## src/rtl/uart_pkg.sv

```systemverilog
// ---------------------------------------------------------------------------
// uart_pkg
// Shared definitions for the parameterised UART transmitter:
//   - parity-mode constants (NONE / ODD / EVEN)
//   - transmitter FSM state type
//   - baud divisor helper (clock cycles per bit, truncating division)
// ---------------------------------------------------------------------------
package uart_pkg;

  localparam int PARITY_NONE = 0;
  localparam int PARITY_ODD  = 1;
  localparam int PARITY_EVEN = 2;

  typedef enum logic [2:0] {
    ST_IDLE   = 3'd0,
    ST_START  = 3'd1,
    ST_DATA   = 3'd2,
    ST_PARITY = 3'd3,
    ST_STOP   = 3'd4
  } uart_state_e;

  // Cycles per bit; any remainder is dropped, so the real baud rate is
  // slightly above the nominal one when CLK_PERIOD is not an exact multiple.
  function automatic int calc_baud_div(input int clk_hz, input int bps);
    return clk_hz / bps;
  endfunction

endpackage

```

## src/rtl/uart_tx_fifo.sv

```systemverilog
// ---------------------------------------------------------------------------
// uart_tx_fifo
// Small synchronous FIFO holding words waiting for transmission.
// A push while full and a pop while empty are ignored.
//
// Ports
//   clk          system clock, rising edge
//   rst_n        asynchronous active-low reset, empties the FIFO
//   push_i       write push_data_i (ignored when full)
//   push_data_i  word to store
//   pop_i        drop the head entry (ignored when empty)
//   pop_data_o   head entry, valid while empty_o is 0
//   full_o       DEPTH entries held
//   empty_o      no entries held
// ---------------------------------------------------------------------------
module uart_tx_fifo #(
  parameter int WIDTH = 8,
  parameter int DEPTH = 4
) (
  input  logic             clk,
  input  logic             rst_n,
  input  logic             push_i,
  input  logic [WIDTH-1:0] push_data_i,
  input  logic             pop_i,
  output logic [WIDTH-1:0] pop_data_o,
  output logic             full_o,
  output logic             empty_o
);

  localparam int AW = (DEPTH > 1) ? $clog2(DEPTH) : 1;
  localparam logic [AW-1:0] PTR_LAST = AW'(DEPTH - 1);
  localparam logic [AW:0]   CNT_FULL = (AW + 1)'(DEPTH);

  logic [WIDTH-1:0] mem_q [DEPTH];
  logic [AW-1:0]    wr_ptr_q;
  logic [AW-1:0]    rd_ptr_q;
  logic [AW:0]      count_q;
  logic             do_push;
  logic             do_pop;

  assign full_o     = (count_q == CNT_FULL);
  assign empty_o    = (count_q == '0);
  assign do_push    = push_i && !full_o;
  assign do_pop     = pop_i && !empty_o;
  assign pop_data_o = mem_q[rd_ptr_q];

  always_ff @(posedge clk or negedge rst_n) begin
    if (!rst_n) begin
      wr_ptr_q <= '0;
      rd_ptr_q <= '0;
      count_q  <= '0;
    end else begin
      if (do_push) begin
        wr_ptr_q <= (wr_ptr_q == PTR_LAST) ? '0 : wr_ptr_q + AW'(1);
      end
      if (do_pop) begin
        rd_ptr_q <= (rd_ptr_q == PTR_LAST) ? '0 : rd_ptr_q + AW'(1);
      end
      if (do_push && !do_pop) begin
        count_q <= count_q + (AW + 1)'(1);
      end else if (do_pop && !do_push) begin
        count_q <= count_q - (AW + 1)'(1);
      end
    end
  end

  // Storage needs no reset: entries are only read once counted valid.
  always_ff @(posedge clk) begin
    if (do_push) begin
      mem_q[wr_ptr_q] <= push_data_i;
    end
  end

endmodule

```

## src/rtl/uart_tx_param.sv

```systemverilog
// ---------------------------------------------------------------------------
// uart_tx_param
// Parameterised UART transmitter: start bit, DATA_BITS data bits LSB first,
// optional parity bit, STOP_BITS stop bits. Every bit lasts
// CLK_PERIOD/UART_BPS clock cycles.
//
// Build option
//   UART_TX_FIFO_EN  defined: accepted words queue in a 4-entry FIFO and
//                    frames run back to back; tx_ready = FIFO not full.
//                    undefined: one holding register; tx_ready only while
//                    idle with nothing held.
//
// Ports
//   clk           system clock, rising edge
//   rst_n         asynchronous active-low reset
//   tx_valid      tx_data holds a word to send
//   tx_data       payload, bits [DATA_BITS-1:0] are sent
//   tx_ready      a word is accepted on this edge if tx_valid is high
//   uart_txd      serial line, idle high, registered
//   uart_tx_busy  frame in progress or word pending
//
// FSM states
//   ST_IDLE   | line high, baud counter held at 0, waiting for a word
//   ST_START  | start bit (low)
//   ST_DATA   | data bits, LSB first, bit_idx_q counts them
//   ST_PARITY | parity bit (only reachable when PARITY != 0)
//   ST_STOP   | stop bits (high), bit_idx_q counts them
// ---------------------------------------------------------------------------
module uart_tx_param
  import uart_pkg::*;
#(
  parameter int CLK_PERIOD = 100000000,
  parameter int UART_BPS   = 115200,
  parameter int DATA_BITS  = 8,
  parameter int PARITY     = 0,
  parameter int STOP_BITS  = 1
) (
  input  logic       clk,
  input  logic       rst_n,
  input  logic       tx_valid,
  input  logic [7:0] tx_data,
  output logic       tx_ready,
  output logic       uart_txd,
  output logic       uart_tx_busy
);

  localparam int BAUD_CNT_MAX = calc_baud_div(CLK_PERIOD, UART_BPS);
  localparam int CW = (BAUD_CNT_MAX > 1) ? $clog2(BAUD_CNT_MAX) : 1;
  localparam logic [CW-1:0] CNT_LAST  = CW'(BAUD_CNT_MAX - 1);
  localparam logic [2:0]    DATA_LAST = 3'(DATA_BITS - 1);
  localparam logic [2:0]    STOP_LAST = 3'(STOP_BITS - 1);
  localparam logic [7:0]    DATA_MASK = 8'((9'd1 << DATA_BITS) - 9'd1);

  uart_state_e   state_q;
  logic [CW-1:0] cnt_q;
  logic [CW-1:0] cnt_d;
  logic [2:0]    bit_idx_q;
  logic [7:0]    shift_q;
  logic          par_bit_q;
  logic          txd_q;
  logic          ready_en_q;

  logic          baud_wrap;
  logic          accept;
  logic          word_avail;
  logic [7:0]    word_data;
  logic [7:0]    frame_word;
  logic          par_calc;
  logic          stop_done;
  logic          word_take;

  assign baud_wrap  = (cnt_q == CNT_LAST);
  assign cnt_d      = baud_wrap ? '0 : cnt_q + CW'(1);
  assign accept     = tx_valid && tx_ready;
  assign frame_word = word_data & DATA_MASK;
  assign par_calc   = (PARITY == PARITY_EVEN) ? ^frame_word : ~^frame_word;
  assign stop_done  = (state_q == ST_STOP) && baud_wrap && (bit_idx_q == STOP_LAST);
  // A pending word is consumed when a frame starts, either from idle or
  // straight out of the last stop bit.
  assign word_take  = word_avail && ((state_q == ST_IDLE) || stop_done);

  // tx_ready stays low during reset and for the edge that releases it.
  always_ff @(posedge clk or negedge rst_n) begin
    if (!rst_n) begin
      ready_en_q <= 1'b0;
    end else begin
      ready_en_q <= 1'b1;
    end
  end

`ifdef UART_TX_FIFO_EN
  logic fifo_full;
  logic fifo_empty;

  uart_tx_fifo #(
    .WIDTH (8),
    .DEPTH (4)
  ) u_fifo (
    .clk         (clk),
    .rst_n       (rst_n),
    .push_i      (accept),
    .push_data_i (tx_data),
    .pop_i       (word_take),
    .pop_data_o  (word_data),
    .full_o      (fifo_full),
    .empty_o     (fifo_empty)
  );

  assign word_avail = !fifo_empty;
  assign tx_ready   = ready_en_q && !fifo_full;
`else
  logic       held_q;
  logic [7:0] hold_q;

  always_ff @(posedge clk or negedge rst_n) begin
    if (!rst_n) begin
      held_q <= 1'b0;
      hold_q <= '0;
    end else if (accept) begin
      held_q <= 1'b1;
      hold_q <= tx_data;
    end else if (word_take) begin
      held_q <= 1'b0;
    end
  end

  assign word_avail = held_q;
  assign word_data  = hold_q;
  assign tx_ready   = ready_en_q && (state_q == ST_IDLE) && !held_q;
`endif

  always_ff @(posedge clk or negedge rst_n) begin
    if (!rst_n) begin
      state_q   <= ST_IDLE;
      cnt_q     <= '0;
      bit_idx_q <= '0;
      shift_q   <= '0;
      par_bit_q <= 1'b0;
      txd_q     <= 1'b1;
    end else begin
      case (state_q)
        ST_IDLE: begin
          cnt_q     <= '0;
          bit_idx_q <= '0;
          txd_q     <= 1'b1;
          if (word_avail) begin
            state_q   <= ST_START;
            txd_q     <= 1'b0;
            shift_q   <= frame_word;
            par_bit_q <= par_calc;
          end
        end
        ST_START: begin
          cnt_q <= cnt_d;
          if (baud_wrap) begin
            state_q   <= ST_DATA;
            bit_idx_q <= '0;
            txd_q     <= shift_q[0];
          end
        end
        ST_DATA: begin
          cnt_q <= cnt_d;
          if (baud_wrap) begin
            if (bit_idx_q == DATA_LAST) begin
              bit_idx_q <= '0;
              if (PARITY != PARITY_NONE) begin
                state_q <= ST_PARITY;
                txd_q   <= par_bit_q;
              end else begin
                state_q <= ST_STOP;
                txd_q   <= 1'b1;
              end
            end else begin
              bit_idx_q <= bit_idx_q + 3'd1;
              shift_q   <= shift_q >> 1;
              txd_q     <= shift_q[1];
            end
          end
        end
        ST_PARITY: begin
          cnt_q <= cnt_d;
          if (baud_wrap) begin
            state_q   <= ST_STOP;
            bit_idx_q <= '0;
            txd_q     <= 1'b1;
          end
        end
        ST_STOP: begin
          cnt_q <= cnt_d;
          if (baud_wrap) begin
            if (bit_idx_q == STOP_LAST) begin
              bit_idx_q <= '0;
              if (word_avail) begin
                state_q   <= ST_START;
                txd_q     <= 1'b0;
                shift_q   <= frame_word;
                par_bit_q <= par_calc;
              end else begin
                state_q <= ST_IDLE;
                txd_q   <= 1'b1;
              end
            end else begin
              bit_idx_q <= bit_idx_q + 3'd1;
            end
          end
        end
        default: begin
          state_q   <= ST_IDLE;
          cnt_q     <= '0;
          bit_idx_q <= '0;
          txd_q     <= 1'b1;
        end
      endcase
    end
  end

  assign uart_txd     = txd_q;
  assign uart_tx_busy = (state_q != ST_IDLE) || word_avail;

endmodule

```

## config.mk

```make
export PLATFORM = sky130hd
export DESIGN_NAME = uart_tx_param
export DESIGN_NICKNAME = d
export VERILOG_FILES = /design/src/rtl/uart_pkg.sv /design/src/rtl/uart_tx_fifo.sv /design/src/rtl/uart_tx_param.sv
export SDC_FILE = /design/constraint.sdc
export NUM_CORES = 1
export LEC_CHECK = 0
export CAP_MARGIN = 20
export CORE_MARGIN = 2
export CORE_UTILIZATION = 51
export DETAILED_ROUTE_END_ITERATION = 16
export PLACE_DENSITY = 0.84
export RECOVER_POWER = 25
export SLEW_MARGIN = 20
export SYNTH_ARGS = -nofsm -noshare
export SYNTH_HDL_FRONTEND = slang
export SYNTH_SLANG_ARGS = --single-unit
```

## constraint.sdc

```tcl
create_clock -name clk -period 2.1 [get_ports clk]
set_input_delay 0.21 -clock clk [delete_from_list [all_inputs] [get_ports clk]]
set_output_delay 0.21 -clock clk [all_outputs]
set_load 0.01 [all_outputs]
```

# Word level (Yosys, flattened, before mapping)
# Index checks and enable logic that the tools add are counted.
classes:
  reduce_logical: 20
  eq_ne: 15
  addsub: 2
  muxes: 33
op_table:
  columns: ["cell", "n"]
  rows:
  - ["8-bit two-way mux", 5]
  - ["3-bit two-way mux", 12]
  - ["8-bit case mux with 3 select lines", 1]
  - ["10-bit two-way mux", 2]
  - ["3-bit case mux with 5 select lines", 1]
  - ["2-bit != test (second input constant)", 7]
  - ["10-bit by 1-bit adder with 10-bit output (second input constant)", 1]
  - ["10-bit equality test (second input constant)", 1]
  - ["1-bit two-way mux", 10]
  - ["5-bit AND reduction", 2]
  - ["3-bit case mux with 3 select lines", 1]
  - ["7-bit AND reduction", 1]
  - ["3-bit by 2-bit equality test with 1-bit output (second input constant)", 2]
  - ["3-bit equality test (second input constant)", 2]
  - ["1-bit logical AND", 6]
  - ["3-bit logical NOT", 2]
  - ["3-bit nonzero test", 2]
  - ["1-bit case mux with 5 select lines", 1]
  - ["2-bit by 1-bit != test with 1-bit output (second input constant)", 2]
  - ["4-bit OR reduction", 1]
  - ["3-bit by 1-bit adder with 3-bit output (second input constant)", 1]
  - ["3-bit by 1-bit equality test with 1-bit output (second input constant)", 1]
  - ["3-bit AND reduction", 1]
  - ["1-bit logical OR", 2]
  - ["other kinds (3)", 3]
totals:
  word_cells: 78
  inputBits: 11
  reg_bits: 35
  out_inout_bits: 3

# Depth between registers and ports, before layout
# Gate-level depths: netlist (run 1).
depth:
  word_depth: 7
  ltp_mapped: 6
  mapped_depth_nobuf: 6

# Least setup slack after synthesis (run 1)
# OpenSTA, ideal clock, no wires.
synth_path:
  kind: "flip-flop to flip-flop"
  from: "register bit_idx_q[0]"
  to: "register shift_q[0]"
  required_ps: 1975
  setup_ps: 125
  n_path_buf: 0
  path_slack_ps: 108
  t_arrival_ps: 1867
  period_less_slack_ps: 1992
  stages_incl_launch_ff: 7
  cell_sequence: "dfrtp_1 -> ha_1 -> ha_1 -> nand2b_2 -> a211oi_4 -> a2bb2oi_4 -> mux2_4"
synth_via:
  elab_chain_len: 3
  word_cells_on_any_way: 5
  classes_between: "3 x eq/ne; 2 x reduce/logical"
synth_lines:
  columns: ["element", "line_no", "rtl"]
  rows:
  - ["from (decl)", "uart_tx_param.sv:57", "logic [2:0] bit_idx_q;"]
  - ["from (signal assigned)", "uart_tx_param.sv:174", "bit_idx_q <= bit_idx_q + 3'd1;"]
  - ["from (signal assigned)", "uart_tx_param.sv:203", "bit_idx_q <= bit_idx_q + 3'd1;"]
  - ["3-bit equality test or 3-bit logical NOT (tied branches)", "uart_tx_param.sv:164, uart_tx_param.sv:191", null]
  - ["2-bit != test (no line) or 2-bit by 1-bit != test with 1-bit output (tied branches)", null, null]
  - ["5-bit AND reduction (no line) (*)", null, null]
  - ["to (signal assigned)", "uart_tx_param.sv:149", "shift_q <= frame_word;"]
  - ["to (signal assigned)", "uart_tx_param.sv:175", "shift_q <= shift_q >> 1;"]
  - ["to (signal assigned)", "uart_tx_param.sv:196", "shift_q <= frame_word;"]
  - ["to (decl)", "uart_tx_param.sv:58", "logic [7:0] shift_q;"]
# Mark *: on every way between the ends. The rest lies on a longest branch, timed or not.
# A chain may end at the register's enable or synchronous reset.

# Worst setup path after layout (run 1)
layout_path:
  from: "register bit_idx_q[0]"
  to: "register shift_q[2]"
# Same word-level chain as after synthesis.

==> impl_summary.log, run 1 <==
INFO  metric result_of_the_run = finished clean
INFO  metric initial_core_util = 53.4%
INFO  metric antenna_cells_inserted = 0
INFO  metric worst_slack = between 0.07 and 0.08 ns
INFO  metric place.detailed.instances = 206
INFO  metric route.vias.total = 1,154
INFO  metric top_delay_family_on_crit_path = compound AO/OA/AOI/OAI gates
INFO  metric internal_power = 888 uW
INFO  metric fin_area = approximately 2100 um2
INFO  metric fin_skew = ~0.0063 ns
INFO  metric grt_start_max_net_pins = 36
INFO  metric final-seq-area = ~880 um2
INFO  metric fin_tns_setup = 0 ns
INFO  metric drtAntennaViolNets = 0
INFO  metric globalRoute.totalOverflow = 0
INFO  metric netSwitchingFraction = 20.6%
INFO  metric clk_latency = ~0.34 ns
INFO  metric totalWireLength = 3100 um
INFO  metric cap_viol_max_count = 0
INFO  metric multi_input_logic_area = 883 um2
INFO  metric tritoncts = done
INFO  metric floorplan.io_pins = 14
INFO  metric finalNetCount = 183
INFO  metric critPathBufInv = 1
INFO  metric routedWlPerCell = 14.4 um
INFO  metric rows = 21
INFO  metric criticalPathCategory = reg -> reg
INFO  metric layout.filler_cells = between 300 and 400
INFO  metric hold_violation_count_in_the_final_report = 0
INFO  metric antenna_violations_before_repair = 0
INFO  metric synth.ff_latch_count = 35
INFO  metric final_cell_count_no_fill = 215
INFO  metric most_frequent_standard_cell_in_the_layout_excluding_fill_and_tap_cells = sky130_fd_sc_hd__dfrtp_1
INFO  metric floorplan.die_area = 4010 um2
INFO  metric maxSlewViolCount = 0
INFO  metric holdCritPathClass = in -> reg
INFO  metric r2r_setup_slack = approximately 0.079 ns
INFO  metric cts.root.buffer_cell = sky130_fd_sc_hd__clkbuf_4
INFO  metric worst-endpoint-arrival = 2.25 ns
INFO  metric slowest_stage_cell_cp = sky130_fd_sc_hd__dfrtp_1
INFO  metric timing_worst_slew_pin_value = about 0.83 ns
INFO  metric pwr-share-clk = 36.9%
INFO  metric synth_warnings = 0
INFO  metric post_drt_via_cell_ratio = roughly 5.4
INFO  metric placement.cell_area = 1990 um2
INFO  metric net_count_after_synthesis = 161
INFO  metric placement.io_buffers = 13
INFO  metric path_cells = ha_1 > ha_1 > nand2b_2 > a211oi_4 > a2bb2oi_4 > buf_12 > mux2_4
INFO  metric ys_async_sr_fraction = 100%
INFO  metric share_comb_of_total_power = about 2.8%
INFO  metric detail_route.first_pass.iterations = 4
INFO  metric switching_pwr = 231 uW
INFO  metric final-setup-viol-count = 0
INFO  metric ys.flop_type = sky130_fd_sc_hd__dfrtp_1
INFO  metric slowest_delay = 0.40 ns
INFO  metric core-area = between 3000 and 4000 um2
INFO  metric synth.lib_cells_used.distinct = 40
INFO  metric htree_levels = 2
INFO  metric path_max_fanout = 8
INFO  metric synth.yosys.seq_area_share = 48.9%
INFO  metric cp_capture_type = flop
INFO  metric clk_path_buf_depth = 2
INFO  metric power.sequential.fraction = roughly three fifths
INFO  metric min_period_over_period = around 96%
INFO  metric track_usage = about 18%
INFO  metric gp_routability_congestion = 0.912
INFO  metric max_freq = between 400 and 500 MHz
INFO  metric synth.cell_area = between 1500 and 2000 um2
INFO  metric final_cell_mix = sky130_fd_sc_hd__dfrtp_1, sky130_fd_sc_hd__mux2_2, sky130_fd_sc_hd__nor2_1
INFO  metric layout_min_cycle_time = 2.02 ns
INFO  metric cp-start-kind = flop
INFO  metric die_h = 63.3 um
INFO  metric synthesis.area_per_instance = 12.3 um2
INFO  metric minimum_setup_slack_after_placement = 0.0414 ns
INFO  metric worstPathRequired = approximately 2.3 ns
INFO  metric cpMostUsedCell = sky130_fd_sc_hd__ha_1
INFO  metric p_leak = 0.000967 uW
INFO  metric post_route_cells_drive_above_1_share = 30.2%
INFO  metric chipWidth = 63.3 um
INFO  metric peakVddDrop = 0.000428 V
INFO  metric place.detailed.hpwl = 2290 um
INFO  metric postCtsHoldBufs = 0
INFO  metric p_per_area = approximately 540 nW/um2
INFO  metric syn2layout_area_growth = 16.1%
INFO  metric route.detailed.drc = 0
INFO  metric clock_pin_transition_on_the_worst_setup_and_hold_timing_paths = ~0.10 ns
INFO  metric cts_made_buffers = 5
INFO  metric drt_iter0_drc = 50
INFO  metric grt_first_pass_wirelength = about 5300 um
INFO  metric tritoncts_num_sinks = 35
INFO  metric timing.slew.headroom = approximately 45%
INFO  metric rsz0062_at_grt = no
INFO  metric synth_enable_flop_cells = 0
INFO  metric first_global_vias = 1,177
INFO  metric synth_cells = 146
## kinds of logic (layout without fill, tap and decap cells)
group                    Yosys count  after routing  synth area share, %
AO/OA/AOI/OAI                     11             11                 5.85
XOR/XNOR                          10             10                 4.88
adder cells (fa/ha/maj)            4              4                 2.79
buffers and inverters              7             30                 2.23
flip-flops                        35             35                 48.9
multiplexers                      27             27                 18.5
other                              1              1                0.209
AND/OR/NAND/NOR                   51             51                 16.7
## metrics by stage
step,utilization [%],power [uW],hold WS (ns)
after floorplan,-,688,-0.0856
after global placement,59.2,720,0.486
after detailed placement,59.2,721,0.490
after CTS,61.3,1140,0.270
after global routing,62.0,1170,0.474
final,62.0,1120,0.476
## area by class of cell
cell class	instances	area share, %
Clock buffer	8	3.30
Timing Repair Buffer	19	8.88
Inverter	3	0.540
Tap cell	46	2.76
Sequential cell	35	42.1
Multi-Input combinational cell	104	42.4
## cell usage after synthesis, types with 2 or more instances
master | count | share of area (%)
sky130_fd_sc_hd__dfrtp_1 | 34 | 47
sky130_fd_sc_hd__mux2_2 | 18 | 11
sky130_fd_sc_hd__nor2_1 | 14 | 2.9
sky130_fd_sc_hd__mux2_4 | 8 | 6.7
sky130_fd_sc_hd__xor2_1 | 8 | 3.9
sky130_fd_sc_hd__and3_1 | 5 | 1.7
sky130_fd_sc_hd__nand2_1 | 5 | 1.0
sky130_fd_sc_hd__ha_1 | 4 | 2.8
sky130_fd_sc_hd__nand3_1 | 4 | 1.1
sky130_fd_sc_hd__inv_1 | 3 | 0.63
sky130_fd_sc_hd__nand2b_1 | 3 | 1.0
sky130_fd_sc_hd__nand4_1 | 3 | 1.0
sky130_fd_sc_hd__nor3_1 | 3 | 0.84
sky130_fd_sc_hd__o21ai_0 | 3 | 0.84
sky130_fd_sc_hd__a21oi_1 | 2 | 0.56
sky130_fd_sc_hd__buf_2 | 2 | 0.56
sky130_fd_sc_hd__nor2_2 | 2 | 0.70
sky130_fd_sc_hd__nor3_2 | 2 | 1.1
sky130_fd_sc_hd__xnor2_1 | 2 | 0.98
## state kept, by name, summed over array words and instances (netlist names)
name,count
shift_q,8
bit_idx_q,3
cnt_q,10
state_q,3
held_q,1
frame_word,8
ready_en_q,1
uart_txd,1
## power by group through the flow
stage	combinational (uW)	clock, uW	sequential [uW]
2_1_floorplan	0.356	0	688
3_3_place_gp	31.8	0	688
3_5_place_dp	33.5	0	688
4_1_cts	33.6	430	675
6_report	31.1	413	675
5_1_grt	35.7	458	675
## final timing paths
kind	startpoint	cells past startpoint	end
max in group asynchronous	rst_n	2	state_q[0]$_DFFE_PN0P_
worst min register to register	frame_word[6]$_DFFE_PN0P_	1	frame_word[6]$_DFFE_PN0P_
worst max register to register	bit_idx_q[0]$_DFFE_PN0P_	7	shift_q[2]$_DFFE_PN0P_
worst max-delay path	bit_idx_q[0]$_DFFE_PN0P_	7	shift_q[2]$_DFFE_PN0P_
worst min-delay path	tx_data[2]	2	frame_word[2]$_DFFE_PN0P_
min in group asynchronous	rst_n	2	cnt_q[6]$_DFF_PN0_
## layer usage
layer,wire [um],global-route usage (%)
met3,100,5.54
met5,0,0
met4,59,7.34
met1,1370,22.0
met2,1560,28.8
## timing repair
action,CTS,global route
buffers inserted,0,1
endpoints found under the hold margin,0,0
endpoints found under the setup margin,1,9
gates resized for setup,1,1
No activity file was read; power rests on OpenSTA's default activity.
==> run 2: changes to the inputs <==
--- a/config.mk
+++ b/config.mk
@@ -6,10 +6,12 @@
 export NUM_CORES = 1
 export LEC_CHECK = 0
 export CAP_MARGIN = 20
-export CORE_MARGIN = 2
-export CORE_UTILIZATION = 51
+export CELL_PAD_IN_SITES_DETAIL_PLACEMENT = 1
+export CELL_PAD_IN_SITES_GLOBAL_PLACEMENT = 2
+export CORE_MARGIN = 3
+export CORE_UTILIZATION = 35
 export DETAILED_ROUTE_END_ITERATION = 16
-export PLACE_DENSITY = 0.84
+export PLACE_DENSITY = 0.83
 export RECOVER_POWER = 25
 export SLEW_MARGIN = 20
 export SYNTH_ARGS = -nofsm -noshare
==> run 2 against run 1 <==
Compared with the run above:
- sequential share of layout area fell by 1.7 points
- clock-buffer cell count fell by 2
- final area rose by 4.2%
- global-route usage fell by 3.8 points
- final cell count rose by 10%
- power rose by 20%
- core utilization fell by 17 points
- largest cell class unchanged
- worst hold slack improved by 0.031 ns
==> impl_summary.log, run 2 (synthesized netlist as in run 1, its figures left out) <==
INFO  metric core-area = between 4000 and 5000 um2
INFO  metric worst_slack = 0.119 ns
INFO  metric registers.top_by_ff_count = cnt_q
INFO  metric chipWidth = 77.6 um
INFO  metric minimum_setup_slack_after_placement = -0.0336 ns
INFO  metric path_cells = buf_4 > nor2_1 > and3_1 > clkdlybuf4s50_1
INFO  metric floorplan.die_area = between 6000 and 7000 um2
INFO  metric worst-endpoint-arrival = 1.77 ns
INFO  metric totalWireLength = 3700 um
INFO  metric cap_viol_max_count = 0
INFO  metric holdWs = 0.507 ns
INFO  metric final-setup-viol-count = 0
INFO  metric first_global_vias = 1,338
INFO  metric holdCritPathClass = reg -> reg
INFO  metric grt_first_pass_wirelength = 6510 um
INFO  metric final_cell_count_no_fill = about 240
INFO  metric tritoncts_num_sinks = 35
INFO  metric hold_violation_count_in_the_final_report = 0
INFO  metric p_per_area = 616 nW/um2
INFO  metric result_of_the_run = finished clean
INFO  metric critPathLaunch = state_q[2]$_DFFE_PN0P_
INFO  metric clk_latency = 0.29 ns
INFO  metric timing.slew.headroom = between 40% and 50%
INFO  metric timing_worst_slew_pin_value = 0.856 ns
INFO  metric initial_core_util = between 30% and 40%
INFO  metric globalRoute.totalOverflow = 0
INFO  metric cts_made_buffers = 5
INFO  metric layout_min_cycle_time = between 1.5 and 2 ns
INFO  metric path_max_fanout = 12
INFO  metric syn2layout_area_growth = 21.0%
INFO  metric final_cell_mix = sky130_fd_sc_hd__dfrtp_1, sky130_fd_sc_hd__mux2_2, sky130_fd_sc_hd__nor2_1
INFO  metric gp_routability_congestion = 0.762
INFO  metric peakVddDrop = 0.000507 V
INFO  metric reg2reg_to = shift_q[6]$_DFFE_PN0P_
INFO  metric place.detailed.hpwl = 2630 um
INFO  metric timing.critical_path.depth = 4
INFO  metric floorplan.io_pins = 14
INFO  metric worstPathRequired = 1.89 ns
INFO  metric largest_register_ff_count = 10
INFO  metric cts.root.buffer_cell = sky130_fd_sc_hd__clkbuf_8
INFO  metric drtAntennaViolNets = 0
INFO  metric cp_capture_type = output port
INFO  metric route.vias.total = 1,173
INFO  metric design_power_total = ~1300 uW
INFO  metric place.detailed.instances = 227
INFO  metric tritoncts = done
INFO  metric die_h = between 70 and 80 um
INFO  metric max_freq = 505 MHz
INFO  metric antenna_violations_before_repair = 0
INFO  metric finalNetCount = roughly 180
INFO  metric clk_path_buf_depth = 2
INFO  metric critPathBufInv = 2
INFO  metric criticalPathCategory = reg -> out
INFO  metric grt_start_max_net_pins = 36
INFO  metric critical_path.endpoint = tx_ready
INFO  metric detail_route.first_pass.iterations = 4
INFO  metric post_route_cells_drive_above_1_share = 31.2%
INFO  metric rsz0062_at_grt = no
INFO  metric r2r-start = bit_idx_q[0]$_DFFE_PN0P_
INFO  metric rows = 25
INFO  metric cp-start-kind = flop
INFO  metric top_delay_family_on_crit_path = buffers and inverters
INFO  metric antenna_cells_inserted = 0
INFO  metric min_period_over_period = 94.3%
INFO  metric clock_pin_transition_on_the_worst_setup_and_hold_timing_paths = 0.07 ns
INFO  metric r2r_setup_slack = 0.14 ns
INFO  metric final_core_utilization = 44.8%
INFO  metric htree_levels = 2
INFO  metric most_frequent_standard_cell_in_the_layout_excluding_fill_and_tap_cells = sky130_fd_sc_hd__dfrtp_1
INFO  metric slowest_delay = 0.54 ns
INFO  metric rr_worst_depth = 7
INFO  metric track_usage = between 10% and 20%
INFO  metric placement.io_buffers = 13
INFO  metric maxSlewViolCount = 0
INFO  metric p_leak = 0.000996 uW
INFO  metric fin_skew = 0.00591 ns
INFO  metric route.detailed.drc = 0
INFO  metric drt_iter0_drc = 36
INFO  metric slowest_stage_cell_cp = sky130_fd_sc_hd__clkdlybuf4s50_1
INFO  metric routedWlPerCell = 15.6 um
INFO  metric post_drt_via_cell_ratio = 4.95
[run 2: cell types whose count changed in the layout (fill, tap and decap cells not counted)]
cell,before,now
sky130_fd_sc_hd__clkbuf_1,1,0
sky130_fd_sc_hd__clkinv_2,0,1
sky130_fd_sc_hd__clkbuf_4,5,0
sky130_fd_sc_hd__buf_4,4,5
sky130_fd_sc_hd__clkbuf_8,2,6
sky130_fd_sc_hd__nand2b_2,1,0
sky130_fd_sc_hd__bufinv_16,0,1
sky130_fd_sc_hd__nand2b_4,1,2
[run 2: what timing repair did]
item / CTS / global route
endpoints found under the setup margin: 8 / 9
cloned: 0 / 0
pin swaps: 0 / 1
hold buffers: 0 / 0
gates resized for setup: 0 / 3
buffers inserted: 1 / 1
[run 2: worst min path at each step]
stage	cells past startpoint	to	start	slack, ns
after global placement	1	frame_word[7]$_DFFE_PN0P_	frame_word[7]$_DFFE_PN0P_	0.49
after global routing	1	frame_word[3]$_DFFE_PN0P_	frame_word[3]$_DFFE_PN0P_	0.52
after CTS	2	cnt_q[6]$_DFF_PN0_	rst_n	0.35
after detailed placement	1	shift_q[6]$_DFFE_PN0P_	shift_q[6]$_DFFE_PN0P_	0.49
final	1	shift_q[6]$_DFFE_PN0P_	shift_q[6]$_DFFE_PN0P_	0.51
after floorplan	0	bit_idx_q[0]$_DFFE_PN0P_	rst_n	-0.09
[run 2: through the flow]
| stage | TNS (ns) | instance area, um2 |
|---|---|---|
| CTS | 0 | 2160 |
| floorplan | 0 | 1800 |
| global placement | 0 | 2020 |
| finish | 0 | 2170 |
| detailed placement | -0.230 | 2020 |
| global route | 0 | 2170 |
[run 2: cell type report]
| class | count | area [um2] |
|---|---|---|
| fill | 516 | 2680 |
| tap | 67 | 83.8 |
| clock buffer | 6 | 82.6 |
| clock inverter | 2 | 35.0 |
| inverter | 3 | 11.3 |
| timing repair buffer | 20 | 193 |
| multi-input combinational | 104 | 888 |
| sequential | 35 | 878 |
[run 2: power breakdown]
part | internal [uW] | switching, uW
registers | 675 | 0.223
clock network | 384 | 248
logic | 16.4 | 14.9
[run 2: routing by layer]
layer | global-route usage (%) | share of wire [%] | up-vias
li1 | - | - | 554
met1 | 17.3 | 45 | 596
met2 | 22.6 | 51 | 19
met3 | 3.94 | 3.1 | 4
met4 | 6.41 | 1.4 | 0
met5 | 0 | 0 | -
[run 2: worst reg2reg max path, stage by stage (launching register included)]
cell	delay, ns
sky130_fd_sc_hd__dfrtp_1	0.39
sky130_fd_sc_hd__ha_1	0.21
sky130_fd_sc_hd__ha_1	0.20
sky130_fd_sc_hd__nand2b_4	0.17
sky130_fd_sc_hd__a211oi_4	0.25
sky130_fd_sc_hd__a2bb2oi_4	0.18
sky130_fd_sc_hd__buf_12	0.15
sky130_fd_sc_hd__mux2_4	0.30
